**config.mk**
```make
export PLATFORM = sky130hd
export DESIGN_NAME = voice_mixer
export DESIGN_NICKNAME = d
export VERILOG_FILES = /design/src/rtl/octane_pkg.sv /design/src/rtl/sample_limit.sv /design/src/rtl/voice_mixer.sv
export SDC_FILE = /design/constraint.sdc
export NUM_CORES = 1
export LEC_CHECK = 0
export ABC_AREA = 1
export ABC_CLOCK_PERIOD_IN_PS = 2000
export CORE_ASPECT_RATIO = 1.5
export CORE_UTILIZATION = 53
export DETAILED_ROUTE_END_ITERATION = 12
export PLACE_DENSITY = 0.78
export REMOVE_ABC_BUFFERS = 1
export SYNTH_ARGS = -nofsm -noshare
export SYNTH_HDL_FRONTEND = slang
export SYNTH_SLANG_ARGS = --single-unit
```
**constraint.sdc**
```tcl
create_clock -name i_Clock -period 2 [get_ports i_Clock]
set_input_delay 0.4 -clock i_Clock [delete_from_list [all_inputs] [get_ports i_Clock]]
set_output_delay 0.4 -clock i_Clock [all_outputs]
set_load 0.02 [all_outputs]
```
**src/rtl/octane_pkg.sv**
```systemverilog
// Shared types and default sizes for the audio mixing path.
package octane_pkg;

   localparam int DEF_NUM_VOICES   = 8;
   localparam int DEF_SAMPLE_WIDTH = 24;

   typedef logic signed [DEF_SAMPLE_WIDTH-1:0] Sample_t;

   typedef enum logic [1:0] {
      IDLE,
      SCAN,
      FINISH
   } MixerState_t;

endpackage

```
**src/rtl/sample_limit.sv**
```systemverilog
// Reduces the full-precision voice sum to an output sample.
// VOICE_MIXER_SATURATE_EN selects clipping at unity gain; otherwise divide by the voice count.
module sample_limit #(
   parameter int SAMPLE_WIDTH = 24,
   parameter int SEL_WIDTH    = 3,
   parameter int ACC_WIDTH    = SAMPLE_WIDTH + SEL_WIDTH
) (
   input  logic signed [ACC_WIDTH-1:0]    acc,
   output logic signed [SAMPLE_WIDTH-1:0] sample
);

`ifdef VOICE_MIXER_SATURATE_EN
   // In range exactly when every bit above the output sign bit matches the accumulator sign.
   logic [SEL_WIDTH:0] upper;
   logic               in_range;

   assign upper    = acc[ACC_WIDTH-1:SAMPLE_WIDTH-1];
   assign in_range = (upper == {(SEL_WIDTH+1){acc[ACC_WIDTH-1]}});

   always_comb begin
      sample = acc[SAMPLE_WIDTH-1:0];
      if (!in_range) begin
         sample = acc[ACC_WIDTH-1] ? {1'b1, {(SAMPLE_WIDTH-1){1'b0}}}
                                   : {1'b0, {(SAMPLE_WIDTH-1){1'b1}}};
      end
   end
`else
   // Arithmetic shift by SEL_WIDTH; the top bits of the exact sum are the result.
   assign sample = acc[ACC_WIDTH-1:SEL_WIDTH];
`endif

endmodule

```
**src/rtl/voice_mixer.sv**
```systemverilog
// Scans all voices once per sample tick, sums unmuted samples and presents the mix downstream.
// Output scaling comes from sample_limit (VOICE_MIXER_SATURATE_EN: clip, else 1/NUM_VOICES gain).
module voice_mixer
   import octane_pkg::*;
#(
   parameter  int NUM_VOICES   = DEF_NUM_VOICES,
   parameter  int SAMPLE_WIDTH = DEF_SAMPLE_WIDTH,
   localparam int SEL_WIDTH    = $clog2(NUM_VOICES),
   localparam int ACC_WIDTH    = SAMPLE_WIDTH + SEL_WIDTH
) (
   input  logic                           i_Clock,
   input  logic                           i_Reset,
   input  logic                           i_SampleTick,
   output logic [SEL_WIDTH-1:0]           o_VoiceSelect,
   input  logic signed [SAMPLE_WIDTH-1:0] i_VoiceSample,
   input  logic [NUM_VOICES-1:0]          i_VoiceMute,
   output logic signed [SAMPLE_WIDTH-1:0] o_Sample,
   output logic                           o_Valid,
   input  logic                           i_Ready,
   output logic                           o_Busy,
   output logic                           o_Overrun
);

   localparam int CNT_WIDTH = SEL_WIDTH + 1;

   // Handshake: a result moves downstream in any cycle where o_Valid && i_Ready;
   // o_Sample is held while o_Valid is high unless FINISH overwrites it.

   MixerState_t                   state;
   logic [SEL_WIDTH-1:0]          idx;
   logic [CNT_WIDTH-1:0]          cnt;
   logic signed [ACC_WIDTH-1:0]   acc;
   logic signed [ACC_WIDTH-1:0]   voice_ext;
   logic [SEL_WIDTH-1:0]          acc_idx;
   logic signed [SAMPLE_WIDTH-1:0] limited;

   // The sample arriving now belongs to the voice selected one cycle earlier.
   assign acc_idx   = idx - SEL_WIDTH'(1);
   assign voice_ext = {{SEL_WIDTH{i_VoiceSample[SAMPLE_WIDTH-1]}}, i_VoiceSample};

   assign o_VoiceSelect = idx;
   assign o_Busy        = (state != IDLE);

   sample_limit #(
      .SAMPLE_WIDTH(SAMPLE_WIDTH),
      .SEL_WIDTH   (SEL_WIDTH),
      .ACC_WIDTH   (ACC_WIDTH)
   ) u_limit (
      .acc   (acc),
      .sample(limited)
   );

   always_ff @(posedge i_Clock or negedge i_Reset) begin
      if (!i_Reset) begin
         state     <= IDLE;
         idx       <= '0;
         cnt       <= '0;
         acc       <= '0;
         o_Sample  <= '0;
         o_Valid   <= 1'b0;
         o_Overrun <= 1'b0;
      end else begin
         o_Overrun <= 1'b0;
         if (o_Valid && i_Ready) begin
            o_Valid <= 1'b0;
         end
         case (state)
            IDLE: begin
               if (i_SampleTick) begin
                  state <= SCAN;
                  acc   <= '0;
                  idx   <= '0;
                  cnt   <= '0;
               end
            end
            SCAN: begin
               idx <= idx + SEL_WIDTH'(1);
               cnt <= cnt + CNT_WIDTH'(1);
               // First SCAN cycle only fills the mux pipeline.
               if (cnt != '0 && !i_VoiceMute[acc_idx]) begin
                  acc <= acc + voice_ext;
               end
               if (cnt == CNT_WIDTH'(NUM_VOICES)) begin
                  state <= FINISH;
               end
               if (i_SampleTick) begin
                  o_Overrun <= 1'b1;
               end
            end
            FINISH: begin
               o_Sample <= limited;
               o_Valid  <= 1'b1;
               idx      <= '0;
               state    <= IDLE;
               if ((o_Valid && !i_Ready) || i_SampleTick) begin
                  o_Overrun <= 1'b1;
               end
            end
            default: state <= IDLE;
         endcase
      end
   end

endmodule

```
==> impl_metrics.yaml, run 1 <==
drt:
  dr_total_vias: 5108
  wl_per_cell_um: 15.12
  drtIter0Drc: 262
  wirelength_mm: 14.67
  via_per_inst: 5.266
  ant_nets: 0
  first_pass_iters: 5
  drc_errors: 0
power_and_ir_drop:
  leakage_nw: 3.591
  pwr_density_cell_nw_per_um2: 1340
  ir_drop_mv: 1.204
logic_synthesis:
  synth_top_area_cell: "dfrtp_1"
  yosys_register_bits: 62
  synth_top_family_by_area: "simple AND/OR/NAND/NOR gates"
  async_reset_ff_share_pct: 100.0
  synthMuxAreaShare_pct: 0
  ys_top_cells_by_area: "dfrtp_1, nand2_1, inv_1"
  synth_fa_ha_area_share_pct: 9.207
  syn-cell-area_um2: 4702
  synth-simple-area-share_pct: 39.57
  synthTopCellsByCount: "nand2_1, inv_1, dfrtp_1"
  synth_edf_count: 0
  synth-seq-area-share_pct: 33.00
  yosysWarnings: 0
  synth_compound_area_share_pct: 6.732
  syn_avg_cell_area_um2: 6.441
  ys.flop_type: "dfrtp_1"
  synth.most_common_cell: "nand2_1"
  synth_top_area_share_pct: 33.00
  syn_inst: 730
  ys_types: 31
  synthXorXnorAreaFrac_pct: 0.5588
cells_and_area:
  synthToLayoutAreaGrowth_pct: 40.69
  layout.cells.non_filler: 970
  final_layout_size_suffix_gt1_share_pct: 18.89
  fillerInstances: 637
  fin_nets: 928
  finish.utilization_pct: 77.68
  n_antenna_cell: 0
placed_design:
  dpl.cell_count: 949
  gp_congestion: 0.9950
  portBuffers: 65
  place_ws_ns: -0.4276
  place_hpwl_mm: 10.31
clock_network:
  h-tree-depth: 3
  clock-sinks: 62
  hold_buffers: 0
  clockRootBuffer: "clkbuf_16"
  cts_tree: "built"
  path_clk_slew_ns: 0.06
  clockBufferDepth: 2
  cts_buffers: 9
  clk_latency_ns: 0.34
die:
  die_y_um: 117.4
  rows: 41
  io_pins: 66
  die_width_um: 78.91
  core_um2: 8516
  dieArea_um2: 9260
  initial_utilization_pct: 55.22
timing:
  post-route-period-util_pct: 99.25
  slew_headroom_pct: 63.60
  tightest_slew_ns: 0.5452
  finalClockSkew_ns: 0.007249
  layout_min_cycle_time_ns: 1.985
  tns_ns: 0
  rsz0062_at_grt: "yes"
  max_freq_ghz: 0.5038
  drv_slew: 0
  finalWorstSetupSlack_ns: 0.01495
  hold_viol_final: 0
  setup_violations: 0
setup_path:
  worstPathArrival_ns: 2.26
  endpoint_kind: "flop"
  r2r-end: "acc[15]"
  worstSetupPathType: "input pin to flop"
  path_max_fanout: 5
  worst_ep_required_time_ns: 2.28
  critPathMaxStageDelay_ns: 0.45
  start_kind: "input pin"
  critPathSlowestCell: "clkdlybuf4s50_1"
  crit_chain: "clkdlybuf4s50_1, ha_4, nand2_1, nand2_1, buf_4, nand2_1, nand2_1, inv_1, nand2_2, nand2_2, nand3_1, nand2_1, nor2_1, nand2_1, nand2_1"
  regToRegStartpoint: "acc[4]"
  r2r_slack_ns: 0.10
  cp_common_cell: "nand2_1"
  rr_worst_depth: 14
global_route:
  grt_pass1_wl_mm: 22.44
  grt_pass1_vias: 5100
  antenna_found_initial: 0
  grt_usage_pct: 31.17
  grt_max_degree: 63
  grt.overflow.total: 0
flow_run:
  cap_violations: 0
hold_path:
  hold_class: "input pin to async pin"
outcome:
  status: "complete, no violations"
-- critical path: cells and delay by family --
family,cells,cell delay (ns)
and+or+nand+nor,11,0.96
buffers and inverters,3,0.61
adders and majority gates,1,0.30
-- flip-flops by register name, indices dropped and copies added (netlist names) --
name	flops
o_VoiceSelect	3
o_Sample	24
state	2
o_Overrun	1
acc	27
cnt	4
o_Valid	1
-- how the worst max path moves through the flow --
stage                    to              from  depth (start not counted)
finish              acc[15]  i_VoiceSample[4]                         15
global route        acc[13]  i_VoiceSample[1]                         11
CTS                 acc[12]  i_VoiceSample[6]                         11
detailed placement  acc[18]  i_VoiceSample[6]                         11
global placement    acc[18]  i_VoiceSample[6]                         11
floorplan           acc[13]  o_VoiceSelect[0]                         12
-- power by group --
part / leakage (nW) / internal, mW / total, mW / switching, mW
clock network: 0.154 / 1.12 / 1.74 / 0.616
registers: 0.836 / 1.68 / 2.00 / 0.317
logic: 2.60 / 2.18 / 5.13 / 2.95
-- layout by cell type (no fill, tap or decap), types with 12 or more instances in the layout --
| cell type | n |
|---|---|
| dfrtp_1 | 62 |
| o21ai_0 | 12 |
| o21ai_2 | 13 |
| ha_4 | 17 |
| buf_4 | 60 |
| nor2_1 | 30 |
| nand3_1 | 52 |
| a21oi_1 | 20 |
| clkdlybuf4s50_1 | 60 |
| nand2_2 | 12 |
| ha_1 | 14 |
| inv_1 | 113 |
| nand2_1 | 310 |
-- cell families after synthesis --
group           after synthesis
fa+ha+maj                    34
xor+xnor                      3
compound gates               52
flops                        62
simple gates                451
buf+inv                     128
-- metrics by stage --
| step | total power, mW | cell area (µm²) | hold WS, ns |
|---|---|---|---|
| finish | 8.867 | 6615 | 0.07462 |
| global route | 9.422 | 6615 | 0.1055 |
| CTS | 8.283 | 6221 | 0.09071 |
| detailed placement | 6.522 | 5883 | 0.4493 |
| global placement | 6.397 | 5883 | 0.4374 |
| floorplan | 4.578 | 4623 | 0.1044 |
-- layer usage --
metal / track usage, % / vias to the layer above / wire, µm
met5: 0 / - / 0
met4: 15.57 / 0 / 681
met3: 5.058 / 55 / 730
met2: 57.99 / 164 / 7794
met1: 32.77 / 2377 / 5465
li1: - / 2512 / -
-- area by class of cell --
cell class                 count  area (µm²)  share of cell area (%)
multi-input combinational    540        2983                   45.09
sequential                    62        1551                   23.45
timing repair buffer         129        1187                   17.95
inverter                     116       435.4                   6.582
clock buffer                  10       239.0                   3.613
tap                          107       133.9                   2.024
clock inverter                 6       85.08                   1.286
-- what timing repair did --
action	4_1_cts	5_1_grt
gates cloned	0	1
endpoints found under the setup margin	10	27
setup buffers	0	4
pin swaps	0	6
resized for setup	5	56
No activity file was read; power rests on OpenSTA's default activity.
==> run 2: changes to the inputs <==
- DONT_BUFFER_PORTS: unset -> 1
- PLACE_DENSITY: 0.78 -> 0.68
==> run 2 against run 1 <==
Sequential cell count is the same. Critical path depth shrank 5. Die area is the same. Non-clock buffer count shrank 99. Final area shrank 19%. Combinational power shrank 29%. Count of clock-buffer cells in the layout grew 2.
==> impl_metrics.yaml, run 2 (same netlist as run 1, synthesis figures left out) <==
global_route:
  grt_max_degree: 63
  grt.overflow.total: 0
  antenna_found_initial: 0
  grt_pass1_wl_mm: 20.50
  grt_pass1_vias: 4585
  grt_usage_pct: 28.73
cells_and_area:
  fin_nets: 829
  finish.utilization_pct: 63.25
  final_layout_size_suffix_gt1_share_pct: 11.65
  layout_commonest_cell: "nand2_1"
  synthToLayoutAreaGrowth_pct: 14.56
  top_register: "acc"
  layout.cells.most_common_list: "nand2_1, inv_1, dfrtp_1"
  reg.largest.list: "acc: 27 flops, o_Sample: 24 flops, cnt: 4 flops"
  n_antenna_cell: 0
  largest_register_ffs: 27
timing:
  finalClockSkew_ns: 0.006938
  setup_violations: 0
  slew_headroom_pct: 67.12
  tightest_slew_ns: 0.4925
  max_freq_ghz: 0.5310
  rsz0062_at_grt: "yes"
  drv_slew: 0
  layout_min_cycle_time_ns: 1.883
  hold_viol_final: 0
  post-route-period-util_pct: 94.17
power_and_ir_drop:
  leakage_nw: 3.113
  ir_drop_mv: 0.9860
  swShare_pct: 46.24
  p_sw_mw: 3.432
  pwr-share-clk_pct: 20.4
  pwr_density_cell_nw_per_um2: 1378
  comb_power_share_pct: 48.7
  p_total_mw: 7.423
  intPower_mw: 3.990
  pwr-share-seq_pct: 30.9
setup_path:
  worst-path-stages: 10
  cp_top_family: "simple AND/OR/NAND/NOR gates"
  crit_chain: "ha_1, nand2_1, nor2_2, nand3_1, nand3_1, nand3_1, nand2_1, nand2_1, nand3_1, nand2_1"
  critPathMaxStageDelay_ns: 0.39
  start_kind: "flop"
  worstPathArrival_ns: 2.10
  rr_worst_depth: 10
  worstSetupPathType: "flop to flop"
  critPathSlowestCell: "dfrtp_1"
  path_max_fanout: 5
  endpoint_kind: "flop"
  worst_ep_required_time_ns: 2.22
  critPathBufInv: 0
drt:
  via_per_inst: 5.185
  first_pass_iters: 5
  wl_met2_mm: 6.887
  drc_errors: 0
  dr_total_vias: 4516
  wl_met1_mm: 5.034
  wirelength_mm: 12.67
  ant_nets: 0
  top_layer_used: "met4"
  routed-wl-met3_um: 365
  drtIter0Drc: 231
  wl_per_cell_um: 14.54
clock_network:
  clockBufferDepth: 2
  cts_buffers: 9
  clock-sinks: 62
  cts_tree: "built"
  h-tree-depth: 3
  clk_latency_ns: 0.33
  path_clk_slew_ns: 0.05
  clockRootBuffer: "clkbuf_16"
placed_design:
  gp_congestion: 0.9702
  portBuffers: 0
  place_hpwl_mm: 9.911
hold_path:
  hold_class: "input pin to flop"
  hold_depth: 2
flow_run:
  cap_violations: 0
die:
  rows: 41
  die_y_um: 117.4
  initial_utilization_pct: 55.22
  dieArea_um2: 9260
  io_pins: 66
  die_width_um: 78.91
  core_um2: 8516
outcome:
  status: "complete, no violations"
-- run 2: cell count changes in the layout (fill, tap and decap cells not counted), moves of 5 or more --
cell | previous run | this run
buf_4 | 60 | 27
clkdlybuf4s50_1 | 60 | 0
ha_1 | 14 | 27
ha_4 | 17 | 3
nand2_1 | 310 | 318
nand2_2 | 12 | 4
nand3_1 | 52 | 58
nand3_2 | 8 | 3
-- run 2: final timing paths --
check | slack [ns] | startpoint | endpoint
setup / recovery | 0.12 | acc[5] | acc[17]
hold / removal | 0.24 | i_SampleTick | o_Overrun
setup reg to reg | 0.12 | acc[5] | acc[17]
hold reg to reg | 0.51 | acc[2] | acc[2]
max in group asynchronous | 1.12 | i_Reset | o_Sample[21]
min in group asynchronous | 0.61 | i_Reset | acc[19]
-- run 2: final cells by class --
type	instances	area, µm²
Timing Repair Buffer	30	260.3
Fill cell	836	3129
Tap cell	107	133.9
Sequential cell	62	1551
Clock buffer	12	236.5
Clock inverter	4	47.55
Inverter	116	435.4
Multi-Input combinational cell	540	2721
-- run 2: through the flow --
| step | setup WS (ns) | TNS (ns) | hold slack (ns) | std cells | area (µm²) |
|---|---|---|---|---|---|
| after floorplan | -0.1048 | -0.4083 | 0.1044 | 718 | 4623 |
| after global placement | 0.04258 | 0 | 0.1055 | 849 | 4950 |
| after detailed placement | 0.003470 | 0 | 0.1056 | 849 | 4950 |
| after CTS | 0.01712 | 0 | 0.2158 | 867 | 5271 |
| after global routing | -0.007043 | -0.02271 | 0.2405 | 871 | 5386 |
| final | 0.1167 | 0 | 0.2351 | 871 | 5386 |
-- run 2: power by group through the flow --
stage,logic [mW],clock network [mW],registers [mW]
floorplan,2.34,0,2.24
global placement,3.33,0,2.29
detailed placement,3.39,0,2.30
CTS,3.45,1.54,2.29
global route,4.06,1.59,2.35
finish,3.62,1.51,2.30
-- run 2: what timing repair did --
action	CTS	global route
resized for setup	0	19
hold buffers	2	0
endpoints found under the setup margin	0	26
endpoints found under the hold margin	62	0
buffers inserted	0	4
-- run 2: routing by layer --
layer | track usage, % | vias to the layer above
met3 | 4.903 | 24
met4 | 12.84 | 0
met2 | 54.35 | 85
li1 | - | 2307
met5 | 0 | -
met1 | 29.90 | 2100
==> run 3: changes to the inputs <==
- CORE_UTILIZATION: 53 -> 50
- PLACE_DENSITY: 0.68 -> unset
==> run 3 against run 2 <==
Maximum frequency down 1.3%. Critical path depth down 1. Highest routed layer unchanged. Clock skew shrank 0.00061 ns. Sequential cell count unchanged. Count of clock-buffer cells in the layout did not move. Die area increased by 5.9%. Critical path type unchanged. Largest cell class unchanged. Non-clock buffer count rose by 1. First-iteration DRC count decreased by 13%. Cell count rose by 0.69%. Clock power is 5% higher. Via count fell by 0.95%. Sequential share of layout area is 0.28 points lower.
==> impl_metrics.yaml, run 3 (same netlist as run 1, synthesis figures left out) <==
outcome:
  status: "complete, no violations"
setup_path:
  path_max_fanout: 10
  cp_common_cell: "nand2_1"
  worstPathArrival_ns: 2.18
  critPathMaxStageDelay_ns: 0.37
  worst_ep_required_time_ns: 2.27
  r2r_slack_ns: 0.09
  start_kind: "flop"
  critPathSlowestCell: "dfrtp_1"
  rr_worst_depth: 9
  crit_chain: "inv_2, ha_1, a21oi_1, nand2_1, nand3b_1, nand3_2, nor2_4, nand3_1, nand2_1"
  endpoint_kind: "flop"
  r2r-end: "acc[22]"
  regToRegStartpoint: "o_VoiceSelect[0]"
  worstSetupPathType: "flop to flop"
timing:
  drv_slew: 0
  max_freq_ghz: 0.5239
  post-route-period-util_pct: 95.45
  layout_min_cycle_time_ns: 1.909
  slew_headroom_pct: 67.59
  finalClockSkew_ns: 0.006332
  whs_ns: 0.2178
  rsz0062_at_grt: "yes"
  hold_viol_final: 0
  tightest_slew_ns: 0.4854
  setup_violations: 0
cells_and_area:
  top_register: "acc"
  n_antenna_cell: 0
  layout.cells.most_common_list: "nand2_1, inv_1, dfrtp_1"
  final_area_um2: 5440
  layout_commonest_cell: "nand2_1"
  final_layout_size_suffix_gt1_share_pct: 12.03
  largest_register_ffs: 27
  fin_nets: 830
  layout.cells.non_filler: 877
  reg.largest.list: "acc: 27 flops, o_Sample: 24 flops, cnt: 4 flops"
  synthToLayoutAreaGrowth_pct: 15.70
  fillerInstances: 928
drt:
  wirelength_mm: 12.56
  first_pass_iters: 5
  via_per_inst: 5.100
  ant_nets: 0
  drc_errors: 0
  wl_per_cell_um: 14.32
  dr_total_vias: 4473
  drtIter0Drc: 202
clock_network:
  clockBufferDepth: 2
  clock-sinks: 62
  clockRootBuffer: "clkbuf_16"
  cts_tree: "built"
  clk_latency_ns: 0.34
  h-tree-depth: 3
  cts_buffers: 9
  path_clk_slew_ns: 0.05
hold_path:
  whs_endpoint: "o_Valid"
  hold_class: "input pin to flop"
  hold_depth: 3
  min_from: "i_Ready"
placed_design:
  placed_area_um2: 4994
  place_hpwl_mm: 9.758
  portBuffers: 0
  dpl.cell_count: 859
  gp_congestion: 0.9200
die:
  rows: 43
  initial_utilization_pct: 51.11
  core_um2: 9200
  io_pins: 66
  die_y_um: 120.8
  dieArea_um2: 9804
  die_width_um: 81.18
power_and_ir_drop:
  leakage_nw: 3.127
  comb_power_share_pct: 47.7
  p_sw_mw: 3.394
  intPower_mw: 4.009
  ir_drop_mv: 1.146
  pwr-share-clk_pct: 21.4
  swShare_pct: 45.85
  pwr-share-seq_pct: 30.8
  pwr_density_cell_nw_per_um2: 1361
global_route:
  grt_pass1_vias: 4404
  grt_usage_pct: 28.33
  grt_pass1_wl_mm: 20.62
  grt.overflow.total: 0
  grt_max_degree: 63
  antenna_found_initial: 0
flow_run:
  cap_violations: 0
run 3: cell types whose count changed in the layout (fill, tap and decap cells not counted), sizes merged:
cell,change
buf,+1
clkinv,+1
clkinvlp,-1
run 3: timing repair:
| item | CTS | global route |
|---|---|---|
| hold buffers | 2 | 0 |
| buffers inserted | 0 | 0 |
| gates resized for setup | 1 | 19 |
| hold endpoints to repair | 62 | 0 |
| endpoints found under the setup margin | 1 | 20 |
run 3: critical path, delay by kind of cell (launching register included):
kind	cells	cell delay [ns]
compound gates	1	0.14
fa+ha+maj	1	0.35
buf+inv	1	0.08
flops	1	0.37
simple gates	6	0.91
run 3: how the worst max path moves through the flow:
stage               cells after the start  slack [ns]        startpoint  endpoint
CTS                                     9        0.03            acc[0]   acc[10]
global route                           10      -0.007           acc[19]   acc[24]
floorplan                              12       -0.10  o_VoiceSelect[0]   acc[13]
finish                                  9        0.09  o_VoiceSelect[0]   acc[22]
global placement                       10        0.03  i_VoiceSample[6]   acc[18]
detailed placement                      9        0.02  i_VoiceSample[0]    acc[8]
run 3: through the flow:
| stage | util, % | power [mW] | TNS [ns] | setup WS (ns) |
|---|---|---|---|---|
| floorplan | - | 4.578 | -0.4083 | -0.1048 |
| global placement | 54.28 | 5.677 | 0 | 0.03428 |
| detailed placement | 54.28 | 5.729 | 0 | 0.01803 |
| CTS | 57.99 | 7.386 | 0 | 0.03460 |
| global route | 59.13 | 8.024 | -0.007226 | -0.007226 |
| finish | 59.13 | 7.403 | 0 | 0.09108 |
run 3: power groups by stage:
stage / sequential (mW) / clock, mW / combinational (mW)
after floorplan: 2.24 / 0 / 2.34
after global placement: 2.28 / 0 / 3.39
after detailed placement: 2.29 / 0 / 3.44
after CTS: 2.28 / 1.62 / 3.49
after global routing: 2.36 / 1.67 / 4.00
final: 2.28 / 1.59 / 3.53
run 3: layout make-up:
type | instances | area [µm²] | area share [%]
clock buffer | 12 | 256.5 | 4.715
clock inverter | 4 | 45.04 | 0.8280
inverter | 116 | 435.4 | 8.004
multi-input combinational | 540 | 2744 | 50.44
sequential | 62 | 1551 | 28.52
tap | 112 | 140.1 | 2.576
timing repair buffer | 31 | 267.8 | 4.922
run 3: metal layers:
layer  share of wire (%)  GRT usage, %
met1                  40         31.66
met2                  53         50.63
met3                 3.8         4.906
met4                 3.4         13.17
met5                   0             0
